==> src/rtl/scv_pkg.sv <==
// Shared types and size constants for the ROM-init sink.
// Region codes, cart size codes and the size-code helper.
package scv_pkg;

  typedef enum logic [2:0] {
    BOOT = 3'd0,
    CHR  = 3'd1,
    APU  = 3'd2,
    CART = 3'd3,
    NONE = 3'd4
  } rominit_region_t;

  typedef enum logic [2:0] {
    CSZ_8K   = 3'd0,
    CSZ_16K  = 3'd1,
    CSZ_32K  = 3'd2,
    CSZ_64K  = 3'd3,
    CSZ_128K = 3'd4
  } cart_sz_t;

  localparam int BOOT_AW_DEF = 12;
  localparam int CHR_AW_DEF  = 10;
  localparam int APU_AW_DEF  = 9;
  localparam int CART_AW_DEF = 17;

  localparam logic [24:0] SZ_8K  = 25'd8192;
  localparam logic [24:0] SZ_16K = 25'd16384;
  localparam logic [24:0] SZ_32K = 25'd32768;
  localparam logic [24:0] SZ_64K = 25'd65536;

  function automatic cart_sz_t cart_sz_of(input logic [24:0] len);
    if (len <= SZ_8K)       return CSZ_8K;
    else if (len <= SZ_16K) return CSZ_16K;
    else if (len <= SZ_32K) return CSZ_32K;
    else if (len <= SZ_64K) return CSZ_64K;
    else                    return CSZ_128K;
  endfunction

endpackage

==> src/rtl/rominit_apu_pack.sv <==
// Pairs APU bytes little-endian into 16-bit words.
// An unpaired low byte is written with a zero high byte on flush.
module rominit_apu_pack
  import scv_pkg::*;
#(
  parameter int AW = APU_AW_DEF
) (
  input  logic          clk,
  input  logic          rst,
  input  logic          en,
  input  logic          odd,
  input  logic          flush,
  input  logic [AW-1:0] wa,
  input  logic [7:0]    data,
  output logic          we,
  output logic [AW-1:0] a,
  output logic [15:0]   d
);

  logic [7:0]    lo_q;
  logic [AW-1:0] wa_q;
  logic          pend_q;

  always_ff @(posedge clk) begin
    if (rst) begin
      we     <= 1'b0;
      a      <= '0;
      d      <= '0;
      lo_q   <= '0;
      wa_q   <= '0;
      pend_q <= 1'b0;
    end else begin
      we <= 1'b0;
      if (en && !odd) begin
        lo_q   <= data;
        wa_q   <= wa;
        pend_q <= 1'b1;
      end else if (en) begin
        we     <= 1'b1;
        a      <= wa;
        d      <= {data, lo_q};
        pend_q <= 1'b0;
      end else if (flush && pend_q) begin
        we     <= 1'b1;
        a      <= wa_q;
        d      <= {8'h00, lo_q};
        pend_q <= 1'b0;
      end
    end
  end

endmodule

==> src/rtl/rominit_sink.sv <==
// ROM-init byte stream sink: routes sessions to boot/chr/apu/cart ROMs.
// Optional per-region checksums with ROMINIT_CHECKSUM_EN.
module rominit_sink
  import scv_pkg::*;
#(
  parameter int BOOT_AW = BOOT_AW_DEF,
  parameter int CHR_AW  = CHR_AW_DEF,
  parameter int APU_AW  = APU_AW_DEF,
  parameter int CART_AW = CART_AW_DEF
) (
  input  logic               CLK,
  input  logic               RES,
  input  logic               ROMINIT_SEL_BOOT,
  input  logic               ROMINIT_SEL_CHR,
  input  logic               ROMINIT_SEL_APU,
  input  logic               ROMINIT_SEL_CART,
  input  logic [24:0]        ROMINIT_ADDR,
  input  logic [7:0]         ROMINIT_DATA,
  input  logic               ROMINIT_VALID,
  output logic               BOOT_WE,
  output logic [BOOT_AW-1:0] BOOT_A,
  output logic [7:0]         BOOT_D,
  output logic               CHR_WE,
  output logic [CHR_AW-1:0]  CHR_A,
  output logic [7:0]         CHR_D,
  output logic               APU_WE,
  output logic [APU_AW-1:0]  APU_A,
  output logic [15:0]        APU_D,
  output logic               CART_WE,
  output logic [CART_AW-1:0] CART_A,
  output logic [7:0]         CART_D,
  output logic [2:0]         CART_SZ,
  output logic [3:0]         LOADED,
  output logic               ERR
`ifdef ROMINIT_CHECKSUM_EN
  ,
  output logic [3:0][15:0]   CKSUM
`endif
);

  typedef enum logic [1:0] {
    S_IDLE, S_LOAD, S_FLUSH, S_IGNORE
  } state_t;

  state_t          state, nxt;
  rominit_region_t region_q, sel_region, cur_region;
  logic [3:0]      sel, sel_q;
  logic [24:0]     last_q;
  logic            valid_q, rise, start, ign;
  logic            accept, in_range, wr, err_set;

  assign sel = {ROMINIT_SEL_CART, ROMINIT_SEL_APU,
                ROMINIT_SEL_CHR, ROMINIT_SEL_BOOT};

  always_comb begin
    sel_region = NONE;
    if ($onehot(sel)) begin
      unique case (1'b1)
        sel[0]:  sel_region = BOOT;
        sel[1]:  sel_region = CHR;
        sel[2]:  sel_region = APU;
        sel[3]:  sel_region = CART;
        default: sel_region = NONE;
      endcase
    end
  end

  assign rise  = ROMINIT_VALID && !valid_q;
  assign start = (state == S_IDLE) && rise && (sel_region != NONE);
  assign ign   = (state == S_IDLE) && rise && (sel_region == NONE);
  assign cur_region = (state == S_IDLE) ? sel_region : region_q;
  assign accept = ROMINIT_VALID && (start || state == S_LOAD);

  always_comb begin
    in_range = 1'b0;
    case (cur_region)
      BOOT:    in_range = (ROMINIT_ADDR >> BOOT_AW) == '0;
      CHR:     in_range = (ROMINIT_ADDR >> CHR_AW) == '0;
      APU:     in_range = (ROMINIT_ADDR >> (APU_AW + 1)) == '0;
      CART:    in_range = (ROMINIT_ADDR >> CART_AW) == '0;
      default: in_range = 1'b0;
    endcase
  end

  assign wr = accept && in_range;
  assign err_set = ign || (accept && !in_range) ||
                   ((state == S_LOAD || state == S_IGNORE) &&
                    ROMINIT_VALID && (sel != sel_q));

  always_comb begin
    nxt = state;
    unique case (state)
      S_IDLE:   if (start) nxt = S_LOAD;
                else if (ign) nxt = S_IGNORE;
      S_LOAD:   if (!ROMINIT_VALID) nxt = S_FLUSH;
      S_FLUSH:  nxt = S_IDLE;
      S_IGNORE: if (!ROMINIT_VALID) nxt = S_IDLE;
    endcase
  end

  // valid_q resets high so a stream still running across reset is not a new session
  always_ff @(posedge CLK) begin
    if (RES) begin
      state    <= S_IDLE;
      region_q <= NONE;
      valid_q  <= 1'b1;
      sel_q    <= '0;
      last_q   <= '0;
      BOOT_WE  <= 1'b0;
      BOOT_A   <= '0;
      BOOT_D   <= '0;
      CHR_WE   <= 1'b0;
      CHR_A    <= '0;
      CHR_D    <= '0;
      CART_WE  <= 1'b0;
      CART_A   <= '0;
      CART_D   <= '0;
      CART_SZ  <= '0;
      LOADED   <= '0;
      ERR      <= 1'b0;
    end else begin
      state   <= nxt;
      valid_q <= ROMINIT_VALID;
      sel_q   <= sel;
      BOOT_WE <= 1'b0;
      CHR_WE  <= 1'b0;
      CART_WE <= 1'b0;
      if (start) region_q <= sel_region;
      if (accept) last_q <= ROMINIT_ADDR;
      if (err_set) ERR <= 1'b1;
      if (wr && cur_region == BOOT) begin
        BOOT_WE <= 1'b1;
        BOOT_A  <= ROMINIT_ADDR[BOOT_AW-1:0];
        BOOT_D  <= ROMINIT_DATA;
      end
      if (wr && cur_region == CHR) begin
        CHR_WE <= 1'b1;
        CHR_A  <= ROMINIT_ADDR[CHR_AW-1:0];
        CHR_D  <= ROMINIT_DATA;
      end
      if (wr && cur_region == CART) begin
        CART_WE <= 1'b1;
        CART_A  <= ROMINIT_ADDR[CART_AW-1:0];
        CART_D  <= ROMINIT_DATA;
      end
      if (state == S_FLUSH) begin
        LOADED[region_q[1:0]] <= 1'b1;
        if (region_q == CART) CART_SZ <= cart_sz_of(last_q + 25'd1);
      end
    end
  end

  rominit_apu_pack #(.AW(APU_AW)) u_apu_pack (
    .clk   (CLK),
    .rst   (RES),
    .en    (wr && cur_region == APU),
    .odd   (ROMINIT_ADDR[0]),
    .flush (state == S_FLUSH && region_q == APU),
    .wa    (ROMINIT_ADDR[APU_AW:1]),
    .data  (ROMINIT_DATA),
    .we    (APU_WE),
    .a     (APU_A),
    .d     (APU_D)
  );

`ifdef ROMINIT_CHECKSUM_EN
  always_ff @(posedge CLK) begin
    if (RES) begin
      CKSUM <= '0;
    end else if (start) begin
      CKSUM[sel_region[1:0]] <= wr ? 16'(ROMINIT_DATA) : 16'h0;
    end else if (wr) begin
      CKSUM[region_q[1:0]] <= CKSUM[region_q[1:0]] + 16'(ROMINIT_DATA);
    end
  end
`endif

endmodule

==> config.mk <==
export PLATFORM = sky130hd
export DESIGN_NAME = rominit_sink
export DESIGN_NICKNAME = d
export VERILOG_FILES = /design/src/rtl/scv_pkg.sv /design/src/rtl/rominit_apu_pack.sv /design/src/rtl/rominit_sink.sv
export SDC_FILE = /design/constraint.sdc
export NUM_CORES = 1
export LEC_CHECK = 0
export BUFFER_PORTS_ARGS = -buffer_cell sky130_fd_sc_hd__buf_4
export CELL_PAD_IN_SITES_DETAIL_PLACEMENT = 0
export CELL_PAD_IN_SITES_GLOBAL_PLACEMENT = 1
export CORE_UTILIZATION = 25
export CTS_CLUSTER_DIAMETER = 80
export CTS_CLUSTER_SIZE = 20
export DETAILED_ROUTE_END_ITERATION = 10
export GPL_ROUTABILITY_DRIVEN = 0
export HOLD_SLACK_MARGIN = 0.15
export PLACE_DENSITY = 0.5
export SLEW_MARGIN = 20
export SYNTH_ARGS = -nofsm -noshare
export SYNTH_HDL_FRONTEND = slang
export SYNTH_SLANG_ARGS = --single-unit
==> constraint.sdc <==
create_clock -name CLK -period 4.3 [get_ports CLK]
set_input_delay 0.645 -clock CLK [delete_from_list [all_inputs] [get_ports CLK]]
set_output_delay 0.645 -clock CLK [all_outputs]
set_load 0.01 [all_outputs]
### Yosys cells after proc, flatten, opt, wreduce, memory -nomap -nowiden

Cells that the tools add are included.

* register bits after elaboration: 153
* bits in latches: 0
* bits in writable memories: 0
* ROM bits: 0
* input bits: 40
* output and inout bits: 100
* word-level logic and storage cells: 113
* memories: 0

* add/subtract/negate cells: 4
* multiply operators: 0
* div/mod/pow operators: 0
* $lt $le $gt $ge: 6
* equality and inequality tests: 15
* shifts and indexed selects: 0
* muxes and demuxes: 27
* bitwise operators: 2
* reductions and logical operators: 36

Operators by type and width (count)
* $logic_not 25->1: 3
* $mux 16: 2
* $add 25x1->25 const B: 1
* $le 25x14->1 const B: 1
* $le 25x15->1 const B: 1
* $le 25x16->1 const B: 1
* $le 25x17->1 const B: 1
* $mux 3: 6
* $mux 9: 2
* $logic_and 1x1->1: 17
* $eq 3x2->1 const B: 4
* $pmux 3 s4: 1
* $mux 1: 9
* $mux 2: 4
* $pmux 2 s4: 1
* $eq 3x1->1 const B: 2
* $ne 3x3->1 const B: 2
* $add 1x1->2: 2
* $eq 2x2->1 const B: 2
* $logic_or 1x1->1: 4
* $ne 2x2->1 const B: 2
* $ne 4x4->1: 1
* $or 4x4->4: 1
* $reduce_and 2->1: 2
* other kinds (15): 18

### Depth between registers and ports, before layout

* word-level depth: 13
* mapped depth: 13
* mapped depth without buffers: 11

### Cells and area by module

A second synthesis with hierarchy kept.

* cell total of the unflattened synthesis: 630
* area, all modules: 6052.1 um^2

Modules (own cells, without submodules)
* rominit_sink: times used 1, cells each 481, area each 4469.3 um^2, seq. area each 2182.1 um^2
* rominit_apu_pack: times used 1, cells each 149, area each 1582.8 um^2, seq. area each 880.8 um^2

### Least setup slack after synthesis

No wires, ideal clock.

* path type: input-to-reg
* start: input port ROMINIT_SEL_BOOT
* end: register CHR_A[0]
* setup time: 0.128 ns
* data arrival time: 3.309 ns
* data required time: 4.172 ns
* path slack: 0.863 ns
* cell stages on the path: 13
* path buffers: 2
* path through: inv_1 > fa_1 > inv_1 > ha_1 > ha_1 > or4b_1 > o32a_1 > nor4_4 > o211ai_1 > buf_4 > buf_6 > mux2i_1 > nor2_1

* cells in the longest elaborated chain, start to end: 10
* elaborated cells between the ends (all ways): 18
* classes of those cells: add/sub: 2; eq/ne: 5; mux: 4; reduce/logical: 7

Ends and longest elaborated chain
* start: declaration: RTL line rominit_sink.sv:13 `input logic ROMINIT_SEL_BOOT,`
* $add 1x1->2 (implied by the code): RTL line rominit_sink.sv:57 `if ($onehot(sel)) begin`
* $add 2x2->3 (implied by the code): RTL line rominit_sink.sv:57
* $eq 3x1->1: RTL line rominit_sink.sv:57
* $mux 3 *: RTL line rominit_sink.sv:57
* $mux 3 / $ne 3x3->1 (equally long branches): RTL line rominit_sink.sv:71, rominit_sink.sv:69
* $eq 3x1->1 (tied with other cells): RTL line rominit_sink.sv:76, rominit_sink.sv:136
* $reduce_or 2->1 (no line) / $logic_or 1x1->1 (equally long branches)
* $pmux 1 s3 / $logic_and 1x1->1 (equally long branches): RTL line rominit_sink.sv:76, rominit_sink.sv:72
* $logic_and 1x1->1: RTL line rominit_sink.sv:85 `assign wr = accept && in_range;`
* $logic_and 1x1->1 *: RTL line rominit_sink.sv:136 `if (wr && cur_region == CHR) begin`
* end signal: assignment: RTL line rominit_sink.sv:138 `CHR_A <= ROMINIT_ADDR[CHR_AW-1:0];`
* end: declaration: RTL line rominit_sink.sv:24 `output logic [CHR_AW-1:0] CHR_A,`

Every way passes the cells marked *; elsewhere a longest branch is shown, timed or not.
A chain may end at the register's enable or synchronous reset.

### Worst setup path after layout

* start: input port ROMINIT_SEL_BOOT
* end: register u_apu_pack.wa_q[0]

* cells in the longest elaborated chain, start to end: 11
* elaborated cells between the ends (all ways): 19
* classes of those cells: add/sub: 2; eq/ne: 5; mux: 4; reduce/logical: 8

Ends and longest elaborated chain
* $add 1x1->2 (implied by the code): RTL line rominit_sink.sv:57
* $add 2x2->3 (implied by the code): RTL line rominit_sink.sv:57
* $eq 3x1->1: RTL line rominit_sink.sv:57
* $mux 3 *: RTL line rominit_sink.sv:57
* $mux 3 / $ne 3x3->1 (equally long branches): RTL line rominit_sink.sv:71, rominit_sink.sv:69
* $eq 3x1->1 (tied with other cells): RTL line rominit_sink.sv:76 `case (cur_region)`
* $reduce_or 2->1 (no line) / $logic_or 1x1->1 (equally long branches)
* $pmux 1 s3 / $logic_and 1x1->1 (equally long branches): RTL line rominit_sink.sv:76, rominit_sink.sv:72
* $logic_and 1x1->1: RTL line rominit_sink.sv:85
* $logic_and 1x1->1 *: RTL line rominit_sink.sv:156 `.en (wr && cur_region == APU),`
* $logic_and 1x1->1 *: RTL line rominit_apu_pack.sv:34 `if (en && !odd) begin`
* end signal: assignment: RTL line rominit_apu_pack.sv:36 `wa_q <= wa;`
* end: declaration: RTL line rominit_apu_pack.sv:21 `logic [AW-1:0] wa_q;`

Marks and branches as above.

==> results.md <==
* Die span in y at ~160 um
* Area grow syn2layout at 32.9%
* Detailed-route DRC error count at 0
* Number of global-route vias before repair at just over 5000
* Portion of total power attributed to the clock network at 0.495
* Cell area after technology mapping at 5890 um2
* DIE WIDTH at 156 um
* Final design instance area without fill at just under 8000 um2
* Cell internal power dissipation at 2460 uW
* Average cell area after synthesis at about 8.8 um2
* Sequential share of the synthesized area at 0.520
* CTS H-tree lvls at 4
* Peak supply drop at ~0.24 mV
* Footprint of the flip-flops and latches at between 3000 and 4000 um2
* Global route overflow at 0
* Number of buffers created by CTS at 17
* Longest individual stage delay on the worst path at about 0.55 ns
* Post-synth top area cell: sky130_fd_sc_hd__dfxtp_1
* Worst EP required at 4.57 ns
* Slew at the pin with the worst max-slew slack at just under 0.8 ns
* Sum of negative setup slack at 0 ns
* Sw Share at 0.225
* Final period util at 0.786
* Total power per unit cell area at slightly above 400 nW/um2
* Average detailed-routed wire length per instance at approximately 16 um
* Setup repair after global routing missed its margin: no
* Nets@finish at 842
* Violation count after the first detailed-route iteration at ~250
* Min-delay worst type: reg -> reg
* # port buffers at ~140
* Post-detail-place hpwl at roughly 13 mm
* Area share of the largest cell type after synthesis at 0.520
* Lkg Pwr at roughly 0.0034 uW
* CP max FO at 15
* Ant. Diodes at 0
* Post-DR vias/cell at ~4.5
* Max Cap Violations at 0
* Bufs and invs on worst path at 4
* Number of synthesis warnings at 0
* Setup-violating endpoint count in the final report at 0
* Share of total power in sequential cells at 0.454
* Number of top-level pins at 140
* Final number of hold-violating endpoints at 0
* CTS Sinks at 153
* Part of the power in combinational logic at 0.051
* Row count at between 50 and 60
* CTS tree: done
* Distinct cell type count after synthesis at between 40 and 50
* Critical-path cell list: buf_4 -> inv_1 -> fa_1 -> inv_1 -> ha_1 -> ha_1 -> or4b_1 -> o32a_1 -> o21ai_1 -> nand4b_1 -> buf_4 -> mux2i_1 -> nor2_1
* Starting density of the core at 0.258
* Clk slew on worst S/H paths at ~0.060 ns
* Proportion of layout cells with a drive suffix above 1 at 0.237
* Post-synth net total at 714
* Global-route wire length before repair at ~29 mm
* Worst path top cell family by delay: adder cells
* Switching power at 714 uW
* Post-synth EDFFs at 0
* Remaining max-slew budget at the tightest pin at 0.479
* Post-cts hold buffer count at 0
* Root buf cell: sky130_fd_sc_hd__clkbuf_16
* Number of antenna violations at the first check in global routing at 0
* Setup Fix Bufs, Post-CTS at 0
* Data arrival time of the critical path at 3.65 ns
* Max-slew violations at 0
* Result of the run: finished clean
* Leading post-synthesis cells by cell area: sky130_fd_sc_hd__dfxtp_1 52%, sky130_fd_sc_hd__mux2i_1 9.5%, sky130_fd_sc_hd__nand2_1 7.3%, sky130_fd_sc_hd__a21oi_1 6.4%, sky130_fd_sc_hd__nor2_1 6.2%
* Maximum number of buffers from clock root to sink at 2
* Total placed instance area at slightly above 7000 um2
* Top FF cell, synth: sky130_fd_sc_hd__dfxtp_1
* Post-cts gate resize count at 0
* Via count of the routed design at roughly 5100
* Crit path kind: in -> reg
* Synth async-reset ratio at 0
* Residual antenna-violating net count after detailed routing at 0
* Gate Count Post-Synth at 670
* Detailed-routing iteration count for the pre-antenna-repair pass at 5
* Type of element launching the critical path: primary input
* Fill count at between 2000 and 2500
* Clock latency reported for the late side of the worst-skew pair at 0.42 ns
* Area inside the core boundary at 22800 um2
* Die Footprint at 24200 um2
* GRT Resource Usage Total at 0.158
* Cell with the largest stage delay on the worst path: sky130_fd_sc_hd__or4b_1
* Kind of end point of the critical path: flop
* Post-route minimum period at between 3 and 4 ns
* Maximum clock skew at final layout at approximately 0.0085 ns
* Multi-input logic area at ~2600 um2
* Total wirelength of the detailed-routed design at around 18 mm
* Synthesized flop and latch total at around 150
* Max Fclk at 0.296 GHz
* Pin count of the biggest net entering global routing at 71
## registers in the layout (all words and copies together) (netlist names)
name,cells
u_apu_pack.pend_q,1
CART_SZ,3
last_q,25
LOADED,4
sel_q,4
BOOT_A,12
CHR_WE,1
CART_D,8
u_apu_pack.wa_q,9
CHR_D,8
state,2
BOOT_D,8
u_apu_pack.lo_q,8
u_apu_pack.a,9
valid_q,1
u_apu_pack.d,16
BOOT_WE,1
ERR,1
CART_A,17
CART_WE,1
region_q,3
u_apu_pack.we,1
CHR_A,10
## area by class of cell
class	count	area share
sequential	153	0.391
multi-input combinational	465	0.331
timing repair buffer	151	0.146
clock buffer	20	0.0557
tap	313	0.0500
clock inverter	12	0.0222
inverter	10	0.00479
## worst register-to-register path: stages (launching register included)
cell                       delay [ns]
sky130_fd_sc_hd__dfxtp_1         0.38
sky130_fd_sc_hd__or4_1           0.54
sky130_fd_sc_hd__o32a_1          0.25
sky130_fd_sc_hd__o21ai_1         0.17
sky130_fd_sc_hd__nand4b_1        0.26
sky130_fd_sc_hd__buf_4           0.31
sky130_fd_sc_hd__mux2i_1         0.19
sky130_fd_sc_hd__nor2_1          0.05
## cell usage after synthesis (4+ instances only)
library cell,number
sky130_fd_sc_hd__a21oi_1,75
sky130_fd_sc_hd__buf_2,10
sky130_fd_sc_hd__clkbuf_1,26
sky130_fd_sc_hd__dfxtp_1,153
sky130_fd_sc_hd__inv_1,10
sky130_fd_sc_hd__mux2i_1,56
sky130_fd_sc_hd__nand2_1,115
sky130_fd_sc_hd__nand2b_1,4
sky130_fd_sc_hd__nand3_1,19
sky130_fd_sc_hd__nand4_1,7
sky130_fd_sc_hd__nor2_1,98
sky130_fd_sc_hd__nor3_1,18
sky130_fd_sc_hd__nor4_1,10
sky130_fd_sc_hd__nor4_2,4
sky130_fd_sc_hd__o21ai_0,4
sky130_fd_sc_hd__o21ai_1,9
sky130_fd_sc_hd__xnor2_1,4
## worst paths after layout
kind / slack (ns) / to / depth (start not counted) / start
setup reg to reg: 2.00 / u_apu_pack.wa_q[0] / 7 / state[0]
hold / removal: 0.45 / CART_A[11] / 2 / CART_A[11]
setup / recovery: 0.92 / u_apu_pack.wa_q[0] / 13 / ROMINIT_SEL_BOOT
hold reg to reg: 0.45 / CART_A[11] / 2 / CART_A[11]
## cell families after synthesis
logic type	synth area share
adder cells (fa/ha/maj)	0.00977
multiplexers	0.0951
XOR/XNOR	0.00594
flip-flops	0.520
buffers and inverters	0.0410
AND/OR/NAND/NOR	0.229
AO/OA/AOI/OAI	0.0998
## layer usage
layer,track usage,vias to the layer above,wire [um],part of all wire
met5,0,-,0,0
met1,0.195,2439,8300,0.45
li1,-,2526,-,-
met3,0.0561,7,1280,0.069
met2,0.260,123,8770,0.47
met4,0.0411,0,118,0.0064
## cells in the final DEF (no fill, tap or decap), drive strengths merged, types with 15 or more instances in the layout
master / instances
dfxtp: 153
nor2: 98
buf: 151
a21oi: 75
nand2: 115
clkbuf: 20
nor3: 18
mux2i: 56
nand3: 19
nor4: 15
## metrics by stage
stage,total power (uW),worst slack [ns],std cells,util,hold slack (ns)
finish,3170,0.920,1124,0.343,0.449
global route,3310,0.660,1124,0.343,0.438
CTS,3220,0.932,1123,0.342,0.440
detailed placement,1640,0.509,1091,0.315,0.446
global placement,1640,0.587,1091,0.315,0.440
floorplan,1550,0.863,670,-,0.436
## power groups by stage
stage	registers, uW	logic [uW]	clock network, uW
6_report	1440	162	1570
2_1_floorplan	1470	82.4	0
4_1_cts	1440	166	1620
5_1_grt	1440	181	1690
3_3_place_gp	1470	164	0
3_5_place_dp	1470	166	0
(Power assumes the default switching activity.)
